--- src/rtl/otp_pkg.sv ---
// Shared types and timing constants for the OTP authenticator input front end.
package otp_pkg;

    typedef enum logic [1:0] {
        IDLE    = 2'd0,
        PRESSED = 2'd1,
        LONG    = 2'd2
    } btn_state_t;

    localparam int DEF_SYNC_STAGES = 2;
    localparam int DEF_DB_CYCLES   = 1000000;
    localparam int DEF_LONG_CYCLES = 100000000;

    // Short timing set so simulation sees debounce and long-press within a few dozen cycles.
    localparam int SIM_SYNC_STAGES = 2;
    localparam int SIM_DB_CYCLES   = 4;
    localparam int SIM_LONG_CYCLES = 16;

    function automatic int cnt_width(input int n);
        return (n > 2) ? $clog2(n) : 1;
    endfunction

endpackage

--- src/rtl/otp_input_conditioner_if.sv ---
// Raw board inputs and conditioned outputs of the OTP input front end.
interface otp_input_conditioner_if;
    import otp_pkg::*;

    logic [3:0] sw_raw;
    logic       otp_btn_raw;
    logic       user_btn_raw;
    logic [3:0] sw_db;
    logic       otp_latch;
    logic       user_latch;
    logic       clear_pulse;
    logic       busy;

    modport master (
        output sw_raw, otp_btn_raw, user_btn_raw,
        input  sw_db, otp_latch, user_latch, clear_pulse, busy
    );

    modport slave (
        input  sw_raw, otp_btn_raw, user_btn_raw,
        output sw_db, otp_latch, user_latch, clear_pulse, busy
    );

endinterface

--- src/rtl/otp_input_conditioner_debounce_chan.sv ---
// One debounce channel: synchroniser chain, stability counter and debounced value register.
// db_next_o is the value the debounced register takes on the next edge.
module debounce_chan
    import otp_pkg::*;
#(
    parameter int WIDTH       = 1,
    parameter int SYNC_STAGES = 2,
    parameter int DB_CYCLES   = 4
) (
    input  logic             clk,
    input  logic             rst,
    input  logic [WIDTH-1:0] raw_i,
    output logic [WIDTH-1:0] db_next_o,
    output logic             busy_o
);

    localparam int  CW         = cnt_width(DB_CYCLES);
    localparam bit  CLR_ON_CHG = (WIDTH > 1);

    logic [WIDTH-1:0] sync_q [SYNC_STAGES];
    logic [CW-1:0]    cnt_q, cnt_d;
    logic [WIDTH-1:0] db_q, db_d;
    logic             differ_s, change_s, load_s;

    // Synchroniser chain, one flop per stage.
    always_ff @(posedge clk or posedge rst) begin
        if (rst) begin
            for (int i = 0; i < SYNC_STAGES; i++) begin
                sync_q[i] <= '0;
            end
        end else begin
            sync_q[0] <= raw_i;
            for (int i = 1; i < SYNC_STAGES; i++) begin
                sync_q[i] <= sync_q[i-1];
            end
        end
    end

    // A vector about to take a new synced value restarts its count, so bounces between digits never load.
    always_comb begin
        differ_s = (sync_q[SYNC_STAGES-1] != db_q);
        change_s = CLR_ON_CHG && (sync_q[SYNC_STAGES-2] != sync_q[SYNC_STAGES-1]);
        load_s   = differ_s && (cnt_q == CW'(DB_CYCLES - 1));
        db_d     = db_q;
        cnt_d    = '0;
        if (load_s) begin
            db_d  = sync_q[SYNC_STAGES-1];
            cnt_d = '0;
        end else if (!differ_s || change_s) begin
            cnt_d = '0;
        end else begin
            cnt_d = cnt_q + CW'(1);
        end
    end

    // Stability counter and debounced value.
    always_ff @(posedge clk or posedge rst) begin
        if (rst) begin
            cnt_q <= '0;
            db_q  <= '0;
        end else begin
            cnt_q <= cnt_d;
            db_q  <= db_d;
        end
    end

    assign db_next_o = db_d;
    assign busy_o    = (cnt_q != '0);

endmodule

--- src/rtl/otp_input_conditioner.sv ---
// OTP input front end: debounces switches and buttons, tracks presses and flags a long user press.
module otp_input_conditioner
    import otp_pkg::*;
#(
    parameter int SYNC_STAGES = DEF_SYNC_STAGES,
    parameter int DB_CYCLES   = DEF_DB_CYCLES,
    parameter int LONG_CYCLES = DEF_LONG_CYCLES
) (
    input  logic                    clk,
    input  logic                    reset,
    otp_input_conditioner_if.slave  io
);

    localparam int HW = cnt_width(LONG_CYCLES);

    logic [3:0]  sw_next_s;
    logic        otp_next_s, user_next_s;
    logic        sw_busy_s, otp_busy_s, user_busy_s;
    btn_state_t  otp_state_q, otp_state_d, user_state_q, user_state_d;
    logic [HW-1:0] hold_q, hold_d;
    logic        clr_d;
    logic [3:0]  sw_db_q;
    logic        otp_latch_q, user_latch_q, clear_q;

    debounce_chan #(.WIDTH(4), .SYNC_STAGES(SYNC_STAGES), .DB_CYCLES(DB_CYCLES)) u_sw (
        .clk(clk), .rst(reset), .raw_i(io.sw_raw), .db_next_o(sw_next_s), .busy_o(sw_busy_s)
    );
    debounce_chan #(.WIDTH(1), .SYNC_STAGES(SYNC_STAGES), .DB_CYCLES(DB_CYCLES)) u_otp (
        .clk(clk), .rst(reset), .raw_i(io.otp_btn_raw), .db_next_o(otp_next_s), .busy_o(otp_busy_s)
    );
    debounce_chan #(.WIDTH(1), .SYNC_STAGES(SYNC_STAGES), .DB_CYCLES(DB_CYCLES)) u_user (
        .clk(clk), .rst(reset), .raw_i(io.user_btn_raw), .db_next_o(user_next_s), .busy_o(user_busy_s)
    );

    // OTP button: press tracking only, no long-press behaviour.
    always_comb begin
        otp_state_d = otp_state_q;
        case (otp_state_q)
            IDLE:    if (otp_next_s)  otp_state_d = PRESSED; else otp_state_d = IDLE;
            PRESSED: if (!otp_next_s) otp_state_d = IDLE;    else otp_state_d = PRESSED;
            default: otp_state_d = IDLE;
        endcase
    end

    // User button: hold counter saturates at the long-press point, so the pulse fires once per press.
    always_comb begin
        user_state_d = user_state_q;
        hold_d       = hold_q;
        clr_d        = 1'b0;
        case (user_state_q)
            IDLE: begin
                if (user_next_s) begin
                    user_state_d = PRESSED;
                    hold_d       = '0;
                end else begin
                    user_state_d = IDLE;
                end
            end
            PRESSED: begin
                if (!user_next_s) begin
                    user_state_d = IDLE;
                end else if (hold_q == HW'(LONG_CYCLES - 1)) begin
                    user_state_d = LONG;
                    clr_d        = 1'b1;
                end else begin
                    hold_d = hold_q + HW'(1);
                end
            end
            LONG: begin
                if (!user_next_s) user_state_d = IDLE; else user_state_d = LONG;
            end
            default: user_state_d = IDLE;
        endcase
    end

    // State, hold counter and registered outputs.
    always_ff @(posedge clk or posedge reset) begin
        if (reset) begin
            otp_state_q  <= IDLE;
            user_state_q <= IDLE;
            hold_q       <= '0;
            sw_db_q      <= 4'h0;
            otp_latch_q  <= 1'b0;
            user_latch_q <= 1'b0;
            clear_q      <= 1'b0;
        end else begin
            otp_state_q  <= otp_state_d;
            user_state_q <= user_state_d;
            hold_q       <= hold_d;
            sw_db_q      <= sw_next_s;
            otp_latch_q  <= (otp_state_d != IDLE);
            user_latch_q <= (user_state_d != IDLE);
            clear_q      <= clr_d;
        end
    end

    assign io.sw_db       = sw_db_q;
    assign io.otp_latch   = otp_latch_q;
    assign io.user_latch  = user_latch_q;
    assign io.clear_pulse = clear_q;
    assign io.busy        = sw_busy_s | otp_busy_s | user_busy_s;

endmodule

--- src/flat_wrapper.sv ---
// flat-port wrapper written by rule: the top's interface ports become plain ports
module otp_input_conditioner_flat import otp_pkg::*;
#(
    parameter int SYNC_STAGES = DEF_SYNC_STAGES,
    parameter int DB_CYCLES   = DEF_DB_CYCLES,
    parameter int LONG_CYCLES = DEF_LONG_CYCLES
)
  (clk, reset, io_sw_raw, io_otp_btn_raw, io_user_btn_raw, io_sw_db, io_otp_latch, io_user_latch, io_clear_pulse, io_busy);
  otp_input_conditioner_if io_i ();
  input  logic clk;
  input  logic reset;
  input wire logic [$bits(io_i.sw_raw)-1:0] io_sw_raw;
  input wire logic [$bits(io_i.otp_btn_raw)-1:0] io_otp_btn_raw;
  input wire logic [$bits(io_i.user_btn_raw)-1:0] io_user_btn_raw;
  output wire logic [$bits(io_i.sw_db)-1:0] io_sw_db;
  output wire logic [$bits(io_i.otp_latch)-1:0] io_otp_latch;
  output wire logic [$bits(io_i.user_latch)-1:0] io_user_latch;
  output wire logic [$bits(io_i.clear_pulse)-1:0] io_clear_pulse;
  output wire logic [$bits(io_i.busy)-1:0] io_busy;
  assign io_i.sw_raw = io_sw_raw;
  assign io_i.otp_btn_raw = io_otp_btn_raw;
  assign io_i.user_btn_raw = io_user_btn_raw;
  assign io_sw_db = io_i.sw_db;
  assign io_otp_latch = io_i.otp_latch;
  assign io_user_latch = io_i.user_latch;
  assign io_clear_pulse = io_i.clear_pulse;
  assign io_busy = io_i.busy;
  otp_input_conditioner #(.SYNC_STAGES(SYNC_STAGES), .DB_CYCLES(DB_CYCLES), .LONG_CYCLES(LONG_CYCLES)) u_core (.clk(clk), .reset(reset), .io(io_i));
endmodule
--- config.mk ---
export PLATFORM = sky130hd
export DESIGN_NAME = otp_input_conditioner_flat
export DESIGN_NICKNAME = d
export VERILOG_FILES = /design/src/rtl/otp_pkg.sv /design/src/rtl/otp_input_conditioner_if.sv /design/src/rtl/otp_input_conditioner_debounce_chan.sv /design/src/rtl/otp_input_conditioner.sv /design/src/flat_wrapper.sv
export SDC_FILE = /design/constraint.sdc
export NUM_CORES = 1
export LEC_CHECK = 0
export ABC_AREA = 1
export CAP_MARGIN = 20
export CORE_MARGIN = 4
export CORE_UTILIZATION = 32
export DETAILED_ROUTE_END_ITERATION = 8
export GPL_ROUTABILITY_DRIVEN = 0
export PLACE_DENSITY = 0.47
export REMOVE_ABC_BUFFERS = 1
export SETUP_SLACK_MARGIN = 0.05
export SYNTH_ARGS = -nofsm -noshare
export SYNTH_HDL_FRONTEND = slang
export SYNTH_SLANG_ARGS = --single-unit
--- constraint.sdc ---
create_clock -name clk -period 3.5 [get_ports clk]
set_input_delay 0.7 -clock clk [delete_from_list [all_inputs] [get_ports clk]]
set_output_delay 0.7 -clock clk [all_outputs]
set_load 0.01 [all_outputs]
==> flow_summary_export.csv <==
group,metric,value,unit
run_status,status,"finished, final reports clean",
critical_path,cp-start-kind,"flop",
sta,worst_pin_slew,0.9024,ns
sta,maxSlewViolCount,0,
sta,fin_ws,0.7592,ns
power_and_ir_drop,comb_power_share,0.037,
drt,vias_per_cell,4.632,
logic_synthesis,ys_warn_count,0,
layout,drive_gt1_frac,0.04762,
drt,drc,0,
clock_tree,clock-root-buffer,"clkbuf_16",
drt,vias,5508,
logic_synthesis,async_flop_share,1.000,
sta,max_freq,364.9,MHz
clock_tree,cts_setup_buffers,0,
power_and_ir_drop,ir_drop,0.3167,mV
power_and_ir_drop,switchingPower,0.5652,mW
critical_path,cp-end-kind,"primary output",
logic_synthesis,seq_area_frac_synth,0.4271,
sta,relSlewSlack,0.3944,
global_routing,grtUsageTotal,0.1481,
drt,dr.pass1.iters,5,
critical_path,crit_type,"flop to primary output",
sta,post-route-min-period,2.741,ns
clock_tree,cts_buffers,9,
logic_synthesis,synthCells,898,
layout,layout_commonest_cell,"nand2_1",
global_routing,grt_pass1_vias,5345,
drt,first_iter_violations,316,
sta,finalSetupViolations,0,
power_and_ir_drop,pwr-share-clk,0.439,
critical_path,worstPathMaxFanout,4,
clock_tree,clock-sinks,109,
floorplan,die_h,149.3,um
clock_tree,h-tree-depth,3,
layout,multiInputGateArea,3226,sq um
logic_synthesis,syn_area_per_cell,7.111,sq um
logic_synthesis,ys_types,32,
sta,rsz0062_at_grt,"no",
drt,ant_nets,0,
drt,drt-total-wl,15.66,mm
layout,final_core_util,0.3658,
logic_synthesis,synth_edf_count,0,
layout,fin_area,7142,sq um
floorplan,ioPinCount,16,
clock_tree,cts_resized,0,
placed_design,dpl-instance-area,6843,sq um
clock_tree,cts_hold_buf,0,
placed_design,portBuffers,15,
layout,areaGrowthSynthToFinish,11.83,%
layout,regArea,2728,sq um
sta,period_share,0.7831,
floorplan,die_area,22280,sq um
logic_synthesis,synth_ff_type,"dfrtp_1",
floorplan,initial_utilization,0.3271,
global_routing,antenna_found_initial,0,
sta,hold_violations,0,
layout,layout_common_cells,"nand2_1, nor2_1, dfrtp_1",
clock_tree,cts.path.max_buffers,2,
clock_tree,insertion_delay,0.36,ns
floorplan,coreArea,19530,sq um
logic_synthesis,yosys.area.top_type_share,0.4271,
layout,fin_nets,935,
critical_path,cp.required,2.80,ns
power_and_ir_drop,pwr-share-seq,0.524,
global_routing,grt_max_degree,44,
power_and_ir_drop,powerDensity,342.6,nW/um^2
global_routing,grt_pass1_wl,26.87,mm
critical_path,arrival,2.04,ns
layout,fillerInstances,2112,
run,cap_viol_max_count,0,
min_path,hp-class,"flop to flop",
layout,n_antenna_cell,0,
clock_tree,cts_tree,"yes",
placed_design,dp.final_hpwl,11.51,mm
power_and_ir_drop,p_int,1.881,mW
sta,clock_skew,0.01196,ns
power_and_ir_drop,switching_share,0.2310,
power_and_ir_drop,leakagePower,3.036,nW
placed_design,post-place-ws,1.144,ns
placed_design,place_inst,1174,
floorplan,die_w,149.3,um
floorplan,row_count,51,
logic_synthesis,synth_top_area_cell,"dfrtp_1",
global_routing,gr-total-overflow,0,
logic_synthesis,synth.area.top_cells,"dfrtp_1, nand2_1, nor2_1, nand3_1, inv_1",
logic_synthesis,ys_ff_latch,109,
drt,routedWlPerCell,13.17,um
layout,instances_no_fill,1189,
logic_synthesis,synthesis.area,6386,sq um
clock_tree,clk_pin_slew_worst_paths,0.07,ns
[sequential cells by signal, indices dropped and copies added (netlist names)]
name / cells
u_core.hold_q: 27
u_core.u_otp.cnt_q: 20
u_core.u_sw.cnt_q: 20
u_core.u_user.cnt_q: 20
u_core.u_sw.sync_q: 8
u_core.io.sw_db: 4
u_core.u_otp.sync_q: 2
u_core.u_user.sync_q: 2
u_core.user_state_q: 2
u_core.io.clear_pulse: 1
u_core.io.otp_latch: 1
u_core.io.user_latch: 1
u_core.u_user.db_q: 1
[layout make-up]
type                    count  area share
well taps                 265     0.04643
repair buffers             21     0.02733
clock buffers              11     0.03399
flip-flops and latches    109      0.3819
inverters                  96     0.05081
multi-input cells         683      0.4516
clock inverters             4    0.007884
[cell usage after synthesis, types with 4 or more instances]
master / number
a21oi_1: 10
clkbuf_1: 4
dfrtp_1: 109
ha_1: 7
inv_1: 92
nand2_1: 263
nand2_2: 10
nand3_1: 71
nand3b_1: 6
nand4_1: 30
nor2_1: 180
nor2_2: 4
nor3_1: 28
nor3b_1: 5
o21ai_0: 9
xnor2_1: 20
xor2_1: 23
[per-layer routing]
metal	part of all wire	global-route usage	vias up
li1	-	-	2882
met1	0.52	0.2123	2535
met2	0.44	0.2308	75
met3	0.028	0.02735	16
met4	0.014	0.03844	0
met5	0	0	-
[metrics by stage]
| step | hold slack (ns) | power, mW | TNS [ns] |
|---|---|---|---|
| final | 0.3565 | 2.447 | 0 |
| after floorplan | 0.3312 | 1.361 | -8.060 |
| after detailed placement | 0.3418 | 1.402 | 0 |
| after global routing | 0.3664 | 2.556 | 0 |
| after CTS | 0.3571 | 2.499 | 0 |
| after global placement | 0.3430 | 1.403 | 0 |
[power by group through the flow]
stage          clock network, mW  logic, mW  registers [mW]
2_1_floorplan                  0     0.0555            1.31
3_3_place_gp                   0     0.0942            1.31
3_5_place_dp                   0     0.0939            1.31
4_1_cts                     1.12     0.0944            1.28
5_1_grt                     1.17      0.106            1.29
6_report                    1.07     0.0897            1.28
[critical path: stages, from the launching register on]
cell             delay [ns]
dfrtp_1                0.42
inv_1                  0.14
nand3_1                0.10
nor2_1                 0.18
nand2_1                0.08
nor4_1                 0.17
nand2_1                0.11
clkdlybuf4s50_1        0.49
[logic make-up after synthesis]
family,synth area share
DFF,0.4271
buffers and inverters,0.06779
xor gates and xnor gates,0.05897
AOI/OAI and AO/OA,0.02116
adders and majority gates,0.01371
and+or+nand+nor,0.4112
[final timing paths]
path | start | end | cells after the start | slack [ns]
worst min-delay path | u_core.u_user.sync_q[1] | u_core.u_user.sync_q[0] | 0 | 0.36
min in group asynchronous | reset | u_core.u_user.cnt_q[7] | 2 | 0.75
max in group asynchronous | reset | u_core.u_sw.cnt_q[0] | 3 | 1.97
worst min register to register | u_core.u_user.sync_q[1] | u_core.u_user.sync_q[0] | 0 | 0.36
worst max-delay path | u_core.u_user.cnt_q[15] | io_busy | 7 | 0.76
worst max register to register | u_core.u_sw.cnt_q[0] | u_core.u_sw.cnt_q[18] | 6 | 1.46
Power figures use the tool's default switching activity.
==> edit 1, RTL diff (same settings) <==
The package constant `DEF_LONG_CYCLES` goes from 100000000 to 200000000.
--- a/src/rtl/otp_pkg.sv
+++ b/src/rtl/otp_pkg.sv
@@ -9,7 +9,7 @@
 
     localparam int DEF_SYNC_STAGES = 2;
     localparam int DEF_DB_CYCLES   = 1000000;
-    localparam int DEF_LONG_CYCLES = 100000000;
+    localparam int DEF_LONG_CYCLES = 200000000;
 
     // Short timing set so simulation sees debounce and long-press within a few dozen cycles.
     localparam int SIM_SYNC_STAGES = 2;
Function: no difference found for any inputs over 10 cycles, from zero or initial values and one cycle with reset high; that may be too few to reach the edited logic, so the function may still have changed.
==> edit 1 against the unedited design <==
Die area grew 2.5%. Wire length is 6.2% higher. Core utilization fell by 0.29 points. Worst hold slack got worse by 0.0026 ns. Synthesized cell count rose by 3.7%. Largest power group unchanged. Critical endpoint unchanged. Critical path type unchanged. Worst setup slack worse by 0.11 ns. Maximum frequency shrank 3.9%. Cell area up 2.5%. Sequential cell count is 1 higher. Register-to-register slack improved by 0.06 ns. Total power grew 0.92%. Area after synthesis is 2.6% higher.
==> edit 1: results <==
[status]
status = completed

[grt]
antenna_found_initial = 0
grt_use_met3 = 0.0242
grtUsageMet1 = 0.233
grt_max_degree = 49
grt_pass1_wl_mm = 28.2
grt_pass1_vias = 5445
globalRouteMet2Util = 0.227
track_usage = 0.153

[drt]
num_vias = 5709
wl_per_cell_um = 13.6
drtIter0Drc = 444
highest_layer = met4
firstDrtPassIters = 7
dr_wl_met2_mm = 7.16
dr_wl_met3_um = 737
m1WireLength_mm = 8.54

[setup_path]
r2r_end = u_core.u_sw.cnt_q[11]$_DFF_PP0_
crit_slowest_cell = clkdlybuf4s50_1
max_stage_delay_ns = 0.52
reg2reg_slack_ns = 1.52
cp_max_fo = 5
arrival_ns = 2.15
crit_family = simple AND/OR/NAND/NOR gates

[synth]
ys_warn_count = 0
yosysSeqAreaShare = 0.420
syn_avg_cell_area_um2 = 7.04
synth_common_cells = 268 x nand2_1, 178 x nor2_1, 111 x inv_1, 110 x dfrtp_1, 75 x nand3_1
synth_flop_cell = dfrtp_1
yosys-top-cells-area = dfrtp_1 42%, nand2_1 15%, nor2_1 10%, inv_1 6.4%, nand3_1 5.7%
ys_types = 35

[finish]
fin_nets = 966
antenna_cells = 0
largest_reg_flops = 28
layout-drive-gt1-share = 0.0554
largest-register = u_core.hold_q
final_cells = 1226

[min_path]
hp-class = register to register
min_to = u_core.u_otp.sync_q[0]$_DFF_PP0_
hp-start = u_core.u_otp.sync_q[1]$_DFF_PP0_
hold_depth = 0

[place]
place_hpwl_mm = 12.3
placed_area_um2 = 7020
io_buffer_count = 15
pre_cts_slack_ns = 1.04

[clock_tree]
cts_buffers = 9
cts_htree_levels = 3
worst_skew_pair.late_latency_ns = 0.36
post-cts-setup-buffers = 0
cts_buffer_depth = 2

[pwr]
peakVddDrop_mv = 0.210
netSwitchingPower_uw = 587
leakagePower_nw = 3.20

[sta]
hold-worst-slack_ns = 0.354
worstMarginPinSlew_ns = 0.745
skew_ns = 0.0125
## edit 1: logic make-up (layout without fill, tap and decap cells)
logic type	Yosys count	after routing	share of synthesized area
and+or+nand+nor	612	612	0.402
buffers and inverters	127	152	0.0784
DFF	110	110	0.420
xor gates and xnor gates	47	47	0.0628
AOI/OAI and AO/OA	28	28	0.0233
adders and majority gates	7	7	0.0134
## edit 1: worst max-delay path by stage
stage	startpoint	to	slack [ns]	depth (start not counted)
after floorplan	reset	u_core.hold_q[0]$_DFFE_PP0P_	-0.10	1
after global placement	u_core.u_user.cnt_q[5]$_DFF_PP0_	io_busy	1.03	7
after detailed placement	u_core.u_user.cnt_q[5]$_DFF_PP0_	io_busy	1.04	7
after CTS	u_core.u_user.cnt_q[5]$_DFF_PP0_	io_busy	0.61	7
after global routing	u_core.u_user.cnt_q[5]$_DFF_PP0_	io_busy	0.50	7
final	u_core.u_user.cnt_q[5]$_DFF_PP0_	io_busy	0.65	7
## edit 1: power groups by stage
stage	clock (mW)	sequential [mW]	combinational (mW)
final	1.08	1.29	0.0942
after global routing	1.17	1.30	0.108
after CTS	1.12	1.30	0.0985
after detailed placement	0	1.32	0.0980
after global placement	0	1.32	0.0986
after floorplan	0	1.32	0.0567
## edit 1: area by class of cell
type                    count  area (um^2)
clock buffers               9          225
clock inverters             7         77.6
fillers                  2148        12800
inverters                 116          438
multi-input cells         694         3290
flip-flops and latches    110         2750
well taps                 270          338
repair buffers             20          200
## edit 1: worst reg2reg max path: stages, from the launching register on
cell	delay (ns)
dfrtp_1	0.40
ha_1	0.21
nand3_1	0.18
nor2_1	0.28
nand3b_1	0.28
nand2_2	0.39
nor2_1	0.12
==> edit 2, RTL diff (config.mk and constraints unchanged) <==
Made on the original files. Re-encode `btn_state_t` (3 states) as one-hot, 3 bits wide.
--- a/src/rtl/otp_pkg.sv
+++ b/src/rtl/otp_pkg.sv
@@ -1,10 +1,10 @@
 // Shared types and timing constants for the OTP authenticator input front end.
 package otp_pkg;
 
-    typedef enum logic [1:0] {
-        IDLE    = 2'd0,
-        PRESSED = 2'd1,
-        LONG    = 2'd2
+    typedef enum logic [2:0] {
+        IDLE    = 3'b001,
+        PRESSED = 3'b010,
+        LONG    = 3'b100
     } btn_state_t;
 
     localparam int DEF_SYNC_STAGES = 2;
Behaviour: same outputs for any inputs over 10 cycles, from zero or initial values and one cycle with reset high; not proved beyond that.
==> edit 2 against the unedited design <==
Sequential cell count is 3 higher. Area after synthesis is 2.1% higher. Cell area is 1.4% higher. Worst setup slack worse by 0.0036 ns. Wire length is 2.8% higher. Total power is 1.2% lower. Global-route usage is 0.46 points higher. Maximum frequency is 0.13% lower. Sequential share of layout area is 0.54 points higher.
==> edit 2: results <==
[clock_tree]
clkTransAtPathRegs_ns = 0.08
root_buffer = clkbuf_16
post-cts-setup-buffers = 0
cts_resized = 0
cts_buffer_depth = 2
cts_buffers = 9
cts_htree_levels = 3
worst_skew_pair.late_latency_ns = 0.36

[drt]
routed_wl_mm = 16.1
num_vias = 5572
drtIter0Drc = 272
vias_per_cell = 4.60
firstDrtPassIters = 5

[sta]
skew_ns = 0.0128
worstMarginPinSlew_ns = 0.745
finalSetupViolations = 0

[grt]
grt_pass1_wl_mm = 27.9
antenna_found_initial = 0
track_usage = 0.153
grt_max_degree = 55

[synth]
synth_common_cells = 271 x nand2_1, 197 x nor2_1, 110 x dfrtp_1, 90 x inv_1, 79 x nand3_1
synth_flop_cell = dfrtp_1
ys_warn_count = 0
synthArstFlopShare = 1.00
yosys-top-cells-area = dfrtp_1 42%, nand2_1 16%, nor2_1 11%, nand3_1 6.1%, inv_1 5.2%
ys_types = 32
yosysSeqAreaShare = 0.430
syn_avg_cell_area_um2 = 7.06

[finish]
largest_reg_flops = 27
fin_nets = 955
largest-register = u_core.hold_q
antenna_cells = 0
layout-drive-gt1-share = 0.0381
fillers = 2085

[setup_path]
cp_max_fo = 4
max_stage_delay_ns = 0.51
r2r_start = u_core.user_state_q[2]$_DFF_PP0_
arrival_ns = 2.04
crit_start = u_core.u_user.cnt_q[0]$_DFF_PP0_
crit_slowest_cell = clkdlybuf4s50_1

[pwr]
leakagePower_nw = 3.15
p_sw_frac = 0.243
peakVddDrop_mv = 0.180

[place]
place_inst = 1194
placed_area_um2 = 6960
io_buffer_count = 15
place_hpwl_mm = 11.9

[min_path]
hp-start = u_core.u_user.sync_q[1]$_DFF_PP0_
hp-class = register to register

[status]
status = completed
-- edit 2: final timing paths --
path / endpoint / slack (ns) / cells after the start
setup / recovery: io_busy / 0.76 / 6
hold / removal: u_core.u_user.sync_q[0]$_DFF_PP0_ / 0.35 / 0
setup reg to reg: u_core.hold_q[25]$_DFFE_PP0P_ / 1.21 / 8
hold reg to reg: u_core.u_user.sync_q[0]$_DFF_PP0_ / 0.35 / 0
max in group asynchronous: u_core.otp_state_q[0]$_DFF_PP1_ / 2.08 / 3
min in group asynchronous: u_core.hold_q[22]$_DFFE_PP0P_ / 0.71 / 2
-- edit 2: layout make-up --
cell class	instances	area [um^2]	share of cell area
Tap cell	265	332	0.0458
Timing Repair Buffer	18	185	0.0256
Multi-Input combinational cell	704	3280	0.453
Clock buffer	9	225	0.0311
Sequential cell	112	2810	0.387
Clock inverter	7	55.1	0.00760
Inverter	95	359	0.0496
-- edit 2: critical path: cells and delay by family, from the launching register on --
kind / cells / cell delay (ns)
flip-flops: 1 / 0.41
adder cells (fa/ha/maj): 1 / 0.14
buffers and inverters: 2 / 0.58
AND/OR/NAND/NOR: 3 / 0.55
-- edit 2: cells by family after synthesis --
logic type               count (synthesis)  synth area share
AO/OA/AOI/OAI                           19            0.0157
AND/OR/NAND/NOR                        634             0.415
adder cells (fa/ha/maj)                  7            0.0134
XOR/XNOR                                44            0.0591
flip-flops                             112             0.430
buffers and inverters                  107            0.0662
-- edit 2: power groups by stage --
stage / sequential [mW] / combinational [mW] / clock, mW
detailed placement: 1.34 / 0.0917 / 0
global placement: 1.34 / 0.0927 / 0
global route: 1.32 / 0.102 / 1.10
floorplan: 1.34 / 0.0552 / 0
CTS: 1.32 / 0.0921 / 1.06
finish: 1.32 / 0.0873 / 1.01
-- edit 2: per-layer routing --
| layer | global-route usage | up-vias | part of all wire |
|---|---|---|---|
| met3 | 0.0256 | 12 | 0.023 |
| met2 | 0.248 | 55 | 0.46 |
| met1 | 0.213 | 2559 | 0.51 |
| li1 | - | 2946 | - |
| met5 | 0 | - | 0 |
| met4 | 0.0372 | 0 | 0.012 |
-- edit 2: per-stage QoR --
| step | hold WS (ns) | power (mW) | setup WS (ns) |
|---|---|---|---|
| floorplan | 0.331 | 1.40 | -0.156 |
| global placement | 0.334 | 1.44 | 1.09 |
| detailed placement | 0.335 | 1.44 | 1.09 |
| CTS | 0.352 | 2.47 | 0.681 |
| global route | 0.370 | 2.53 | 0.558 |
| finish | 0.350 | 2.42 | 0.756 |
